File: config.mk
export PLATFORM = sky130hd
export DESIGN_NAME = pipe_hazard_ctrl_flat
export DESIGN_NICKNAME = d
export VERILOG_FILES = /design/src/rtl/pipe_hazard_ctrl_pkg.sv /design/src/rtl/pipe_hazard_ctrl_if.sv /design/src/rtl/pipe_hazard_ctrl_hazard_detect.sv /design/src/rtl/pipe_hazard_ctrl.sv /design/src/flat_wrapper.sv
export SDC_FILE = /design/constraint.sdc
export NUM_CORES = 1
export LEC_CHECK = 0
export BUFFER_PORTS_ARGS = -buffer_cell sky130_fd_sc_hd__buf_2
export CAP_MARGIN = 30
export CORE_MARGIN = 8
export CORE_UTILIZATION = 40
export DETAILED_ROUTE_END_ITERATION = 8
export HOLD_SLACK_MARGIN = 0.03
export MAX_ROUTING_LAYER = met4
export PLACE_DENSITY = 0.71
export SLEW_MARGIN = 15
export SYNTH_ARGS = -nofsm -noshare
export SYNTH_HDL_FRONTEND = slang
export SYNTH_SLANG_ARGS = --single-unit
File: constraint.sdc
create_clock -name clk -period 1.7 [get_ports clk]
set_input_delay 0.34 -clock clk [delete_from_list [all_inputs] [get_ports clk]]
set_output_delay 0.34 -clock clk [all_outputs]
set_load 0.05 [all_outputs]
File: src/rtl/pipe_hazard_ctrl_pkg.sv
// Shared types and constants for the five-stage pipeline control unit:
// FSM state encodings and the stall/flush strobe bundle with its fixed patterns.
package pipe_hazard_ctrl_pkg;

    typedef enum logic [1:0] {
        PIPE_ST_RUN      = 2'd0,
        PIPE_ST_MEM_WAIT = 2'd1,
        PIPE_ST_TIMEOUT  = 2'd2
    } pipe_st_e;

    // A flush strobe makes the pipeline register load its NOP encoding
    // (all selects zero, no write-back) on the next edge; a stall holds it.
    typedef struct packed {
        logic pc_stall;
        logic if_id_stall;
        logic if_id_flush;
        logic id_ex_stall;
        logic id_ex_flush;
        logic ex_mem_stall;
        logic mem_wb_flush;
        logic bus_sel_mem;
    } pipe_strobes_t;

    localparam pipe_strobes_t STROBES_IDLE = '0;

    localparam pipe_strobes_t STROBES_RESET = '{
        if_id_flush: 1'b1, id_ex_flush: 1'b1, mem_wb_flush: 1'b1, default: 1'b0
    };

    localparam pipe_strobes_t STROBES_MEM_HIT = '{
        pc_stall: 1'b1, if_id_flush: 1'b1, bus_sel_mem: 1'b1, default: 1'b0
    };

    localparam pipe_strobes_t STROBES_MEM_WAIT = '{
        pc_stall: 1'b1, if_id_stall: 1'b1, id_ex_stall: 1'b1, ex_mem_stall: 1'b1,
        mem_wb_flush: 1'b1, bus_sel_mem: 1'b1, default: 1'b0
    };

    localparam pipe_strobes_t STROBES_TIMEOUT = '{
        pc_stall: 1'b1, if_id_stall: 1'b1, id_ex_stall: 1'b1, ex_mem_stall: 1'b1,
        mem_wb_flush: 1'b1, default: 1'b0
    };

    localparam pipe_strobes_t STROBES_LOAD_USE = '{
        pc_stall: 1'b1, if_id_stall: 1'b1, id_ex_flush: 1'b1, default: 1'b0
    };

    localparam pipe_strobes_t STROBES_BRANCH = '{
        if_id_flush: 1'b1, default: 1'b0
    };

endpackage

File: src/rtl/pipe_hazard_ctrl_if.sv
// Pipeline-to-control-unit signal bundle: hazard sources and RAM handshake in,
// stall/flush strobes, bus grant and status out.
interface pipe_hazard_ctrl_if #(
    parameter int REG_ADDR_W = 4,
    parameter int CNT_W      = 16
);
    logic [REG_ADDR_W-1:0] id_rs_addr;
    logic                  id_rs_used;
    logic [REG_ADDR_W-1:0] id_rt_addr;
    logic                  id_rt_used;
    logic                  ex_mem_read;
    logic                  ex_wb_en;
    logic [REG_ADDR_W-1:0] ex_wb_addr;
    logic                  id_branch_taken;
    logic                  mem_req;
    logic                  mem_ready;

    logic                  pc_stall;
    logic                  if_id_stall;
    logic                  if_id_flush;
    logic                  id_ex_stall;
    logic                  id_ex_flush;
    logic                  ex_mem_stall;
    logic                  mem_wb_flush;
    logic                  bus_sel_mem;
    logic                  mem_timeout;
    logic [CNT_W-1:0]      stall_cycles;

    // Pipeline datapath side.
    modport master (
        output id_rs_addr, id_rs_used, id_rt_addr, id_rt_used,
               ex_mem_read, ex_wb_en, ex_wb_addr, id_branch_taken,
               mem_req, mem_ready,
        input  pc_stall, if_id_stall, if_id_flush, id_ex_stall, id_ex_flush,
               ex_mem_stall, mem_wb_flush, bus_sel_mem, mem_timeout, stall_cycles
    );

    // Control unit side.
    modport slave (
        input  id_rs_addr, id_rs_used, id_rt_addr, id_rt_used,
               ex_mem_read, ex_wb_en, ex_wb_addr, id_branch_taken,
               mem_req, mem_ready,
        output pc_stall, if_id_stall, if_id_flush, id_ex_stall, id_ex_flush,
               ex_mem_stall, mem_wb_flush, bus_sel_mem, mem_timeout, stall_cycles
    );

endinterface

File: src/rtl/pipe_hazard_ctrl_hazard_detect.sv
// Combinational load-use detector: a load in EX whose destination is read by
// the instruction in ID. Kept standalone so a forwarding unit can reuse it.
module hazard_detect #(
    parameter int REG_ADDR_W = 4
) (
    input  logic [REG_ADDR_W-1:0] id_rs_addr,
    input  logic                  id_rs_used,
    input  logic [REG_ADDR_W-1:0] id_rt_addr,
    input  logic                  id_rt_used,
    input  logic                  ex_mem_read,
    input  logic                  ex_wb_en,
    input  logic [REG_ADDR_W-1:0] ex_wb_addr,
    output logic                  load_use
);

    logic rs_hit;
    logic rt_hit;

    assign rs_hit   = id_rs_used && (id_rs_addr == ex_wb_addr);
    assign rt_hit   = id_rt_used && (id_rt_addr == ex_wb_addr);
    assign load_use = ex_mem_read && ex_wb_en && (rs_hit || rt_hit);

endmodule

File: src/rtl/pipe_hazard_ctrl.sv
// Pipeline control unit: shared RAM bus arbitration, load-use bubbles, branch
// flushes, memory-wait watchdog and a saturating stall-cycle counter.
module pipe_hazard_ctrl
    import pipe_hazard_ctrl_pkg::*;
#(
    parameter int MEM_TIMEOUT = 15,
    parameter int REG_ADDR_W  = 4,
    parameter int CNT_W       = 16
) (
    input  logic               clk,
    input  logic               rst,
    pipe_hazard_ctrl_if.slave  hz
);

    localparam int  WAIT_W     = (MEM_TIMEOUT < 2) ? 1 : $clog2(MEM_TIMEOUT + 1);
    localparam bit  TIMEOUT_EN = (MEM_TIMEOUT != 0);
    localparam logic [WAIT_W-1:0] WAIT_LIMIT = WAIT_W'(MEM_TIMEOUT);

    pipe_st_e          state_q, state_d;
    logic [WAIT_W-1:0] wait_cnt_q, wait_cnt_d;
    logic              mem_timeout_q, mem_timeout_d;
    logic [CNT_W-1:0]  stall_cycles_q, stall_cycles_d;

    logic              load_use;
    pipe_strobes_t     run_strobes;
    pipe_strobes_t     strobes;

    hazard_detect #(
        .REG_ADDR_W (REG_ADDR_W)
    ) u_hazard_detect (
        .id_rs_addr  (hz.id_rs_addr),
        .id_rs_used  (hz.id_rs_used),
        .id_rt_addr  (hz.id_rt_addr),
        .id_rt_used  (hz.id_rt_used),
        .ex_mem_read (hz.ex_mem_read),
        .ex_wb_en    (hz.ex_wb_en),
        .ex_wb_addr  (hz.ex_wb_addr),
        .load_use    (load_use)
    );

    // RUN-state priority; also reused when MEM_WAIT aborts, since the RUN
    // rules then apply in that same cycle.
    always_comb begin
        // NOTE: assign a default before any branch so no path leaves the
        // variable unassigned; otherwise synthesis infers a latch.
        run_strobes = STROBES_IDLE;
        if (hz.mem_req && hz.mem_ready) begin
            run_strobes = STROBES_MEM_HIT;
        end else if (hz.mem_req) begin
            run_strobes = STROBES_MEM_WAIT;
        end else if (load_use) begin
            run_strobes = STROBES_LOAD_USE;
        end else if (hz.id_branch_taken) begin
            run_strobes = STROBES_BRANCH;
        end
    end

    always_comb begin
        state_d       = state_q;
        wait_cnt_d    = wait_cnt_q;
        mem_timeout_d = mem_timeout_q;
        strobes       = STROBES_IDLE;

        case (state_q)
            PIPE_ST_RUN: begin
                strobes = run_strobes;
                if (hz.mem_req && !hz.mem_ready) begin
                    state_d    = PIPE_ST_MEM_WAIT;
                    wait_cnt_d = WAIT_W'(1);
                end
            end

            PIPE_ST_MEM_WAIT: begin
                if (!hz.mem_req) begin
                    strobes    = run_strobes;
                    state_d    = PIPE_ST_RUN;
                    wait_cnt_d = '0;
                end else if (hz.mem_ready) begin
                    strobes    = STROBES_MEM_HIT;
                    state_d    = PIPE_ST_RUN;
                    wait_cnt_d = '0;
                end else begin
                    strobes = STROBES_MEM_WAIT;
                    if (TIMEOUT_EN && (wait_cnt_q == WAIT_LIMIT)) begin
                        state_d       = PIPE_ST_TIMEOUT;
                        mem_timeout_d = 1'b1;
                    end else if (wait_cnt_q != '1) begin
                        wait_cnt_d = wait_cnt_q + 1'b1;
                    end
                end
            end

            PIPE_ST_TIMEOUT: begin
                strobes = STROBES_TIMEOUT;
            end

            default: begin
                state_d = PIPE_ST_RUN;
            end
        endcase

        // Held reset drains the pipe with NOPs and hands the bus back to IF.
        if (!rst) begin
            strobes = STROBES_RESET;
        end
    end

    always_comb begin
        stall_cycles_d = stall_cycles_q;
        if (strobes.pc_stall && (stall_cycles_q != '1)) begin
            stall_cycles_d = stall_cycles_q + 1'b1;
        end
    end

    always_ff @(posedge clk or negedge rst) begin
        if (!rst) begin
            // NOTE: sequential state uses non-blocking assignments so every
            // flop samples the pre-edge values regardless of statement order.
            state_q        <= PIPE_ST_RUN;
            wait_cnt_q     <= '0;
            mem_timeout_q  <= 1'b0;
            stall_cycles_q <= '0;
        end else begin
            state_q        <= state_d;
            wait_cnt_q     <= wait_cnt_d;
            mem_timeout_q  <= mem_timeout_d;
            stall_cycles_q <= stall_cycles_d;
        end
    end

    assign hz.pc_stall     = strobes.pc_stall;
    assign hz.if_id_stall  = strobes.if_id_stall;
    assign hz.if_id_flush  = strobes.if_id_flush;
    assign hz.id_ex_stall  = strobes.id_ex_stall;
    assign hz.id_ex_flush  = strobes.id_ex_flush;
    assign hz.ex_mem_stall = strobes.ex_mem_stall;
    assign hz.mem_wb_flush = strobes.mem_wb_flush;
    assign hz.bus_sel_mem  = strobes.bus_sel_mem;
    assign hz.mem_timeout  = mem_timeout_q;
    assign hz.stall_cycles = stall_cycles_q;

endmodule

File: src/flat_wrapper.sv
// flat-port wrapper written by rule: the top's interface ports become plain ports
module pipe_hazard_ctrl_flat import pipe_hazard_ctrl_pkg::*;
#(
    parameter int MEM_TIMEOUT = 15,
    parameter int REG_ADDR_W  = 4,
    parameter int CNT_W       = 16
)
  (clk, rst, hz_id_rs_addr, hz_id_rs_used, hz_id_rt_addr, hz_id_rt_used, hz_ex_mem_read, hz_ex_wb_en, hz_ex_wb_addr, hz_id_branch_taken, hz_mem_req, hz_mem_ready, hz_pc_stall, hz_if_id_stall, hz_if_id_flush, hz_id_ex_stall, hz_id_ex_flush, hz_ex_mem_stall, hz_mem_wb_flush, hz_bus_sel_mem, hz_mem_timeout, hz_stall_cycles);
  pipe_hazard_ctrl_if #(.REG_ADDR_W(REG_ADDR_W), .CNT_W(CNT_W)) hz_i ();
  input  logic clk;
  input  logic rst;
  input wire logic [$bits(hz_i.id_rs_addr)-1:0] hz_id_rs_addr;
  input wire logic [$bits(hz_i.id_rs_used)-1:0] hz_id_rs_used;
  input wire logic [$bits(hz_i.id_rt_addr)-1:0] hz_id_rt_addr;
  input wire logic [$bits(hz_i.id_rt_used)-1:0] hz_id_rt_used;
  input wire logic [$bits(hz_i.ex_mem_read)-1:0] hz_ex_mem_read;
  input wire logic [$bits(hz_i.ex_wb_en)-1:0] hz_ex_wb_en;
  input wire logic [$bits(hz_i.ex_wb_addr)-1:0] hz_ex_wb_addr;
  input wire logic [$bits(hz_i.id_branch_taken)-1:0] hz_id_branch_taken;
  input wire logic [$bits(hz_i.mem_req)-1:0] hz_mem_req;
  input wire logic [$bits(hz_i.mem_ready)-1:0] hz_mem_ready;
  output wire logic [$bits(hz_i.pc_stall)-1:0] hz_pc_stall;
  output wire logic [$bits(hz_i.if_id_stall)-1:0] hz_if_id_stall;
  output wire logic [$bits(hz_i.if_id_flush)-1:0] hz_if_id_flush;
  output wire logic [$bits(hz_i.id_ex_stall)-1:0] hz_id_ex_stall;
  output wire logic [$bits(hz_i.id_ex_flush)-1:0] hz_id_ex_flush;
  output wire logic [$bits(hz_i.ex_mem_stall)-1:0] hz_ex_mem_stall;
  output wire logic [$bits(hz_i.mem_wb_flush)-1:0] hz_mem_wb_flush;
  output wire logic [$bits(hz_i.bus_sel_mem)-1:0] hz_bus_sel_mem;
  output wire logic [$bits(hz_i.mem_timeout)-1:0] hz_mem_timeout;
  output wire logic [$bits(hz_i.stall_cycles)-1:0] hz_stall_cycles;
  assign hz_i.id_rs_addr = hz_id_rs_addr;
  assign hz_i.id_rs_used = hz_id_rs_used;
  assign hz_i.id_rt_addr = hz_id_rt_addr;
  assign hz_i.id_rt_used = hz_id_rt_used;
  assign hz_i.ex_mem_read = hz_ex_mem_read;
  assign hz_i.ex_wb_en = hz_ex_wb_en;
  assign hz_i.ex_wb_addr = hz_ex_wb_addr;
  assign hz_i.id_branch_taken = hz_id_branch_taken;
  assign hz_i.mem_req = hz_mem_req;
  assign hz_i.mem_ready = hz_mem_ready;
  assign hz_pc_stall = hz_i.pc_stall;
  assign hz_if_id_stall = hz_i.if_id_stall;
  assign hz_if_id_flush = hz_i.if_id_flush;
  assign hz_id_ex_stall = hz_i.id_ex_stall;
  assign hz_id_ex_flush = hz_i.id_ex_flush;
  assign hz_ex_mem_stall = hz_i.ex_mem_stall;
  assign hz_mem_wb_flush = hz_i.mem_wb_flush;
  assign hz_bus_sel_mem = hz_i.bus_sel_mem;
  assign hz_mem_timeout = hz_i.mem_timeout;
  assign hz_stall_cycles = hz_i.stall_cycles;
  pipe_hazard_ctrl #(.MEM_TIMEOUT(MEM_TIMEOUT), .REG_ADDR_W(REG_ADDR_W), .CNT_W(CNT_W)) u_core (.clk(clk), .rst(rst), .hz(hz_i));
endmodule
# After elaboration in Yosys (flattened, before gate mapping)
# Index checks and enable logic that the tools add are counted.
[word_totals]
register_bits = 23
elab_cells = 52
[classes]
mux = 19
n_eq_ne = 11
n_addsub = 2
n_bitwise = 2
reduce_logical = 14
[ops]
columns = ["op", "count"]
rows = [
  ["2-to-1 mux 8 bit", 5],
  ["case mux 8 bit (3 select lines)", 1],
  ["2-to-1 mux 4 bit", 5],
  ["adder 16 x 1 -> 16 bit (second input constant)", 1],
  ["inequality test 16 bit (second input constant)", 1],
  ["== test 4 bit", 2],
  ["2-to-1 mux 2 bit", 4],
  ["inequality test 4 x 3 -> 1 bit (second input constant)", 2],
  ["inequality test 4 bit (second input constant)", 2],
  ["case mux 4 bit (2 select lines)", 1],
  ["AND reduction 4 bit", 2],
  ["logical AND 1 bit", 7],
  ["2-to-1 mux 7 bit", 1],
  ["2-to-1 mux 6 bit", 1],
  ["case mux 2 bit (3 select lines)", 1],
  ["adder 4 x 1 -> 4 bit (second input constant)", 1],
  ["== test 4 bit (second input constant)", 1],
  ["AND reduction 3 bit", 1],
  ["== test 2 x 1 -> 1 bit (second input constant)", 1],
  ["== test 2 bit (second input constant)", 1],
  ["zero test 2 bit", 1],
  ["inequality test 2 x 1 -> 1 bit (second input constant)", 1],
  ["inverter 1 bit", 2],
  ["nonzero test 2 bit", 1],
  ["2 further kinds", 2],
]

# Logic depth before layout (Yosys ltp)
# Gate-level depths: netlist of run 1.
[logic_depth]
depth_word = 11
mapped_depth = 7
depth_no_buf = 6

# Cells and area by module
# Synthesis of run 1 repeated with hierarchy kept, for this count alone.
[unflattened]
hier_cells = 139
area_unflattened_um2 = 1362.6
[by_module_without_submodules]
columns = ["module", "cells_each", "instances", "area_per_inst_um2"]
rows = [
  ["pipe_hazard_ctrl", 127, 1, 1263.7],
  ["hazard_detect", 12, 1, 98.8],
]

# Worst setup path after synthesis of run 1
# OpenSTA, ideal clock, no wires.
[synth_path]
path_kind = "input-to-output"
start = "in hz_ex_wb_addr[3]"
end = "out hz_pc_stall"
path_stages = 6
arrival_ns = 1.760
slack_ns = -0.400
t_required_ns = 1.360
cell_sequence = "xor2_1 nor3_2 a211o_1 buf_6 nor2_2 nor2b_1"
[synth_via]
elab_chain_cells = 10
word_cells_on_any_way = 12
cone_classes = "eq/ne: 2; mux: 6; reduce/logical: 4"
[synth_rtl]
columns = ["item", "line", "text"]
rows = [
  ["start: declaration", "flat_wrapper.sv:18", "input wire logic [$bits(hz_i.ex_wb_addr)-1:0] hz_ex_wb_addr;"],
  ["== test 4 bit, on equally long branches", "pipe_hazard_ctrl_hazard_detect.sv:19, pipe_hazard_ctrl_hazard_detect.sv:20", ""],
  ["logical AND 1 bit, on equally long branches", "pipe_hazard_ctrl_hazard_detect.sv:19, pipe_hazard_ctrl_hazard_detect.sv:20", ""],
  ["logical OR 1 bit (*)", "pipe_hazard_ctrl_hazard_detect.sv:21", "assign load_use = ex_mem_read && ex_wb_en && (rs_hit || rt_hit);"],
  ["logical AND 1 bit (*)", "pipe_hazard_ctrl_hazard_detect.sv:21", ""],
  ["2-to-1 mux 8 bit (*)", "pipe_hazard_ctrl.sv:51", "end else if (load_use) begin"],
  ["2-to-1 mux 8 bit (*)", "pipe_hazard_ctrl.sv:49", "end else if (hz.mem_req) begin"],
  ["2-to-1 mux 8 bit (*)", "pipe_hazard_ctrl.sv:47", "if (hz.mem_req && hz.mem_ready) begin"],
  ["2-to-1 mux 8 bit", "pipe_hazard_ctrl.sv:74", "if (!hz.mem_req) begin"],
  ["case mux 8 bit (3 select lines) (*)", "pipe_hazard_ctrl.sv:64", "case (state_q)"],
  ["2-to-1 mux 8 bit (*)", "pipe_hazard_ctrl.sv:103", "if (!rst) begin"],
  ["end: declaration", "flat_wrapper.sv:22", "output wire logic [$bits(hz_i.pc_stall)-1:0] hz_pc_stall;"],
]
# Mark *: on every way between the ends. The rest lies on a longest branch, timed or not.

# Worst setup path after layout of run 1
[layout_path]
start = "reg u_core.state_q[1]"
end = "out hz_if_id_flush"
[layout_via]
elab_chain_cells = 3
word_cells_on_any_way = 5
cone_classes = "eq/ne: 2; mux: 2; reduce/logical: 1"
[layout_rtl]
columns = ["item", "line", "text"]
rows = [
  ["start: declaration", "pipe_hazard_ctrl.sv:19", "pipe_st_e state_q, state_d;"],
  ["start signal: assignment", "pipe_hazard_ctrl.sv:124", "state_q <= state_d;"],
  ["== test 2 bit, or another cell as far along", "pipe_hazard_ctrl.sv:64", ""],
  ["case mux 8 bit (3 select lines) (*)", "pipe_hazard_ctrl.sv:64", ""],
  ["2-to-1 mux 8 bit (*)", "pipe_hazard_ctrl.sv:103", ""],
  ["end: declaration", "flat_wrapper.sv:24", "output wire logic [$bits(hz_i.if_id_flush)-1:0] hz_if_id_flush;"],
]
# Marked as above.

==> results.toml, run 1 <==
[run_status]
status = "finished with violations"
violations = "negative setup slack"

[detailed_routing]
wl_per_cell_microns = 16.33
wl_microns = 4638
drc = 0
vias = 1634
via_per_inst = 5.754
postRouteAntennaNets = 0
drt_pass1_iterations = 4
first_iter_violations = 71

[place]
hpwlAfterDp_microns = 3356
dpl-instance-area_sq_um = 2111
post-place-ws_ns = -0.1614
dp_cells = 274
io_buffers = 45
gp_congestion = 0.7965

[worst_hold_path]
min_path_type = "in2async"

[die]
start_util_pct = 41.82
dieArea_sq_um = 6508
die_w_microns = 80.67
rows = 23
die_h_microns = 80.67
pin_count = 46
core_sq_um = 4000

[logic_synthesis]
synthesis.area_sq_um = 1673
syn_nets = 191
synth_cell_types = 57
synth_top_area_share_pct = 34.41
ys_ff_latch = 23
synth_area_leaders = "dfrtp_1 34%, xnor2_1 4.7%, o41ai_1 4.2%"
synth_flop_cell = "dfrtp_1"
postSynthCellCount = 168
synth-warning-count = 0
syn_avg_cell_area_sq_um = 9.957
async_flop_share_pct = 100.0
ys_seq_area_share_pct = 34.41
synth_edf_count = 0
synth_top_area_cell = "dfrtp_1"

[worst_setup_path]
setup.worst_path.end_class = "output pin"
critPathKind = "reg2out"
arrival_ns = 1.44
cp-start-kind = "flip-flop"
cp-startpoint = "u_core.state_q[1]"
worst-path-buf-inv = 1
rr_startpoint = "u_core.state_q[1]"
cp_max_fo = 5
critPathSlowestCell = "dfrtp_2"
path_delay_family = "simple AND/OR/NAND/NOR gates"
crit_path_cell_trace = "nor2_2, nand4_1, nand3_2, buf_4"
worstPathRequired_ns = 1.36
critPathMaxStageDelay_ns = 0.46

[global_routing]
grt_util_met3_pct = 3.125
antenna_found_initial = 0
grt_use_met2_pct = 24.54
met1_usage_pct = 17.64
grt_max_degree = 29
top_usage_layer = "met2"
grt_pass1_wl_microns = 7527
grt_use_total_pct = 14.82
grt_pass1_vias = 1624
grt_overflow = 0

[clock_network]
cts_tree = "yes"
htreeDepth = 1
clock_latency_ns = 0.27
clockBufferDepth = 2
cts-root-buf = "clkbuf_8"
cts.clk_slew.worst_paths_ns = 0.08
ctsHoldBuffers = 0
cts_buffers = 3
cts.sinks = 23

[sta]
fin_tns_setup_ns = -0.1630
hold_viol_final = 0
min_period_ns = 1.775
finalMaxSlewViolations = 0
fmax_ghz = 0.5632
tightest_slew_ns = 0.3898
finClkSkew_ns = 0.001704
rsz0062_at_grt = "yes"
setup_viol = 3
slew_headroom_pct = 73.68
hold_slack_ns = 0.09302
period_share_pct = 104.4
final.setup.worst_slack_ns = -0.07541

[layout]
final_util_pct = 58.43
antennaDiodeCount = 0
fin_nets = 258
drive_above_1_share_pct = 54.27
fillers = 352
fin_area_sq_um = 2337
fin_cells = 284
syn2layout_area_growth_pct = 39.72

[power_and_ir_drop]
ir_drop_v = 0.0008904
power.density_nw_per_um2 = 826.1
p_leak_nw = 0.9892
totalPowerFinal_mw = 1.931

[run]
maxCapViolCount = 0
==> synthesized netlist by cell type (2+ instances only) <==
cell type and count:
a2111oi_0 4, a2111oi_1 2, a21oi_1 6, and2_1 2
and3_1 3, and4_1 2, buf_4 3, buf_6 2
clkbuf_1 2, dfrtp_1 23, ha_1 2, inv_1 3
nand2_1 12, nand2b_1 4, nand3_1 8, nand3_4 2
nand4_1 3, nand4_2 2, nor2_1 8, nor2b_1 3
o2111ai_1 2, o211ai_1 2, o21ai_0 6, o22ai_1 6
o41ai_1 8, or3_1 5, xnor2_1 9, xor2_1 5
==> placed cells by master, fill, tap and decap left out, types with 7 or more instances in the layout <==
master   instances
nor2_1           7
dfrtp_1          7
dfrtp_2         16
xnor2_1          9
buf_2           36
nand3_1          7
nand2_1         10
buf_4           24
o41ai_1          7
==> timing repair <==
| item | in CTS | in global routing |
|---|---|---|
| cloned | 0 | 2 |
| setup buffers | 3 | 1 |
| gates resized for setup | 18 | 21 |
| setup endpoints to repair | 8 | 17 |
| pin swaps | 6 | 11 |
==> where the power goes <==
| part | leakage, nW | internal, mW | switching (mW) |
|---|---|---|---|
| sequential | 0.284 | 0.634 | 0.117 |
| combinational | 0.682 | 0.290 | 0.541 |
| clock | 0.0228 | 0.168 | 0.180 |
==> cell families (layout without fill, tap and decap cells) <==
kind of cell / Yosys count / count (layout) / synth area share (%)
flip-flops: 23 / 23 / 34.41
buffers and inverters: 11 / 75 / 4.712
multiplexers: 3 / 3 / 1.945
XOR/XNOR: 14 / 14 / 7.330
AND/OR/NAND/NOR: 67 / 69 / 27.00
adder cells (fa/ha/maj): 2 / 2 / 1.496
AO/OA/AOI/OAI: 48 / 48 / 23.11
==> registers in the layout (all words and copies together) (netlist names) <==
signal	flops
u_core.state_q	2
u_core.hz.stall_cycles	16
u_core.hz.mem_timeout	1
u_core.wait_cnt_q	4
==> final cells by class <==
class | count | area, sq um | area share [%]
clock buffer | 4 | 45.04 | 1.927
tap | 50 | 62.56 | 2.677
timing repair buffer | 68 | 461.7 | 19.75
sequential | 23 | 595.6 | 25.48
inverter | 3 | 11.26 | 0.4818
multi-input combinational | 136 | 1161 | 49.68
==> metal layers <==
metal	up-vias	wire, microns
met3	5	289
met5	-	0
li1	786	-
met4	0	40
met1	794	1947
met2	49	2360
==> worst paths after layout <==
kind / to / slack [ns] / depth (start not counted)
min reg2reg: u_core.hz.mem_timeout / 0.48 / 1
max in group asynchronous: u_core.hz.stall_cycles[2] / 1.33 / 2
min: u_core.hz.mem_timeout / 0.09 / 2
min in group clk: u_core.state_q[0] / 0.44 / 4
max reg2reg: u_core.hz.stall_cycles[4] / 0.06 / 6
max: hz_if_id_flush / -0.08 / 4
No activity file was read; power rests on OpenSTA's default activity.
==> run 2: changes to the inputs <==
--- a/config.mk
+++ b/config.mk
@@ -12,8 +12,9 @@
 export DETAILED_ROUTE_END_ITERATION = 8
 export HOLD_SLACK_MARGIN = 0.03
 export MAX_ROUTING_LAYER = met4
-export PLACE_DENSITY = 0.71
+export PLACE_DENSITY = 0.73
 export SLEW_MARGIN = 15
 export SYNTH_ARGS = -nofsm -noshare
 export SYNTH_HDL_FRONTEND = slang
+export SYNTH_HIERARCHICAL = 1
 export SYNTH_SLANG_ARGS = --single-unit
==> run 2 against run 1 <==
  * The run still ends with negative setup slack left
  * Count of clock-buffer cells in the layout stayed put
  * Sequential cell count unchanged
  * Sequential power grew 6.5%
  * Clock power fell by 27%
  * Core utilization increased by 11 points
  * Hold slack improved by 0.070 ns
  * Final cell count fell by 8.8%
  * Combinational power grew 13%
  * Register-to-register slack lost 0.07 ns
  * First-iteration DRC count grew 120%
  * Critical endpoint is now hz_if_id_stall
  * Highest routed layer unchanged
==> results.toml, run 2 <==
[run_status]
status = "finished with violations"
violations = "negative setup slack"

[sta]
finalMaxSlewViolations = 0
hold_slack_ns = 0.1626
fin_tns_setup_ns = -3.660
setup_viol = 24
fmax_ghz = 0.4862
hold_viol_final = 0
slew_headroom_pct = 72.70
min_period_ns = 2.057
finClkSkew_ns = 0.004407
final.setup.worst_slack_ns = -0.3568
rsz0062_at_grt = "yes"
period_share_pct = 121.0
tightest_slew_ns = 0.4052

[clock_network]
cts.clk_slew.worst_paths_ns = 0.13
cts.sinks = 23
cts-root-buf = "clkbuf_4"
clock_latency_ns = 0.31
clockBufferDepth = 2
cts_tree = "yes"
htreeDepth = 1
cts_buffers = 3

[detailed_routing]
first_iter_violations = 158
via_per_inst = 5.394
wl_per_cell_microns = 17.36
postRouteAntennaNets = 0
vias = 1397
drt_pass1_iterations = 4
wl_microns = 4495
drc = 0

[logic_synthesis]
syn_nets = 162
syn_avg_cell_area_sq_um = 9.803
ys_ff_latch = 23
synth_compound_area_share_pct = 10.28
synth_top_area_share_pct = 42.24
synth-simple-area-share_pct = 24.89
synthAdderAreaFrac_pct = 1.837
synth_most_common_cell = "dfrtp_1"
synth_edf_count = 0
synthXorXnorAreaFrac_pct = 14.78
synthesis.area_sq_um = 1363
async_flop_share_pct = 100.0
synth_top_area_cell = "dfrtp_1"
synth_common_cells = "23 x dfrtp_1, 21 x xor2_1, 14 x nand2_1"
postSynthCellCount = 139
synth_flop_cell = "dfrtp_1"
synth_top_family_by_area = "simple AND/OR/NAND/NOR gates"
ys_seq_area_share_pct = 42.24
synth-warning-count = 6
synth_cell_types = 36
synth_area_leaders = "dfrtp_1 42%, xor2_1 13%, nand2_1 3.9%"
synthMuxAreaShare_pct = 1.837

[global_routing]
grt_overflow = 0
grt_max_degree = 22
grt_pass1_vias = 1480
grt_use_total_pct = 16.34
antenna_found_initial = 0
grt_pass1_wl_microns = 6955

[power_and_ir_drop]
p_int_mw = 1.051
p_leak_nw = 1.079
ir_drop_v = 0.0009131
netSwitchingFraction_pct = 47.24
totalPowerFinal_mw = 1.991
power.density_nw_per_um2 = 860.8
share_comb_of_total_power_pct = 47.0
p_clk_share_pct = 12.8
seqPwrFrac_pct = 40.2
p_sw_mw = 0.9406

[worst_setup_path]
path_delay_family = "simple AND/OR/NAND/NOR gates"
cp_max_fo = 3
arrival_ns = 1.72
setup.worst_path.end_class = "output pin"
critPathMaxStageDelay_ns = 0.54
critPathSlowestCell = "or4_4"
worstPathRequired_ns = 1.36
rr_startpoint = "u_core/hz.stall_cycles[0]"
crit_path_cell_trace = "buf_6, xor2_1, or4_4, o41ai_4, nor2b_4, o31a_4, buf_8"
worst-path-buf-inv = 2
cp-startpoint = "hz_id_rs_addr[0]"
critPathKind = "in2out"
cp-start-kind = "primary input"

[worst_hold_path]
min_path_type = "in2async"

[layout]
largest_reg_flops = 16
drive_above_1_share_pct = 55.87
final_cell_mix = "33 x buf_2, 21 x xor2_1, 19 x dfrtp_1, 18 x buf_6, 16 x buf_4"
regArea_sq_um = 580.6
multiInputGateArea_sq_um = 1011
fillers = 223
antennaDiodeCount = 0
syn2layout_area_growth_pct = 69.79
layout_commonest_cell = "buf_2"
fin_nets = 237

[place]
io_buffers = 45
gp_congestion = 0.8366
hpwlAfterDp_microns = 2673
post-place-ws_ns = -0.5552

[die]
dieArea_sq_um = 5530
die_h_microns = 74.37
die_w_microns = 74.37
start_util_pct = 41.16
core_sq_um = 3311
pin_count = 46
rows = 21

[run]
maxCapViolCount = 0
[run 2: cell types whose count changed after synthesis, moves of 6 or more]
cell	change
o22ai_1	-6
nor3_1	+8
o41ai_1	-7
xnor2_1	-7
xor2_1	+16
nor4_1	+6
[run 2: final cells by class]
cell class,instances,share of cell area (%)
multi-input combinational,106,43.70
timing repair buffer,75,26.50
sequential,23,25.09
tap,46,2.488
clock buffer,4,1.136
inverter,5,1.082
[run 2: timing repair]
item,in CTS,in global routing
buffers inserted,10,7
hold endpoints to repair,2,0
endpoints found under the setup margin,17,24
resized for setup,65,18
pin swaps,23,15
cloned,1,1
hold buffers,1,0
[run 2: kinds of logic after synthesis]
family                     after synthesis
AOI/OAI and AO/OA                       21
xor gates and xnor gates                23
adders and majority gates                2
buffers and inverters                   10
DFF                                     23
muxes                                    2
and+or+nand+nor                         58
[run 2: metrics by stage]
stage | util [%] | instances | cell area (sq um)
detailed placement | 53.06 | 236 | 1757
CTS | 66.02 | 252 | 2186
global route | 69.88 | 259 | 2313
floorplan | - | 139 | 1430
finish | 69.88 | 259 | 2313
global placement | 53.06 | 236 | 1757
[run 2: metal layers]
layer	part of all wire, %	track usage, %	vias up
met1	39	18.19	701
met2	55	29.14	41
met5	0	-	-
met3	3.4	1.213	8
li1	-	-	647
met4	1.9	6.957	0
[run 2: final timing paths]
check | end | slack, ns | cells past startpoint
worst max register to register | u_core/hz.stall_cycles[15] | -0.01 | 7
worst min-delay path | u_core/hz.stall_cycles[3] | 0.16 | 3
worst min register to register | u_core/hz.mem_timeout | 0.50 | 1
worst max-delay path | hz_if_id_stall | -0.36 | 7
min in group clk | u_core/wait_cnt_q[3] | 0.40 | 4
max in group asynchronous | u_core/wait_cnt_q[2] | 1.04 | 3
[run 2: worst register-to-register path, delay by kind of cell, from the launching register on]
family        cells  cell delay, ns
flops             1            0.45
simple gates      3            0.49
fa+ha+maj         1            0.22
xor+xnor          1            0.18
buf+inv           2            0.30
[run 2: power by group through the flow]
stage | Sequential [mW] | Clock [mW] | Combinational (mW)
floorplan | 1.11 | 0 | 0.263
global placement | 0.791 | 0 | 0.791
global route | 0.822 | 0.286 | 0.994
CTS | 0.795 | 0.257 | 0.891
finish | 0.801 | 0.254 | 0.936
detailed placement | 0.805 | 0 | 0.803
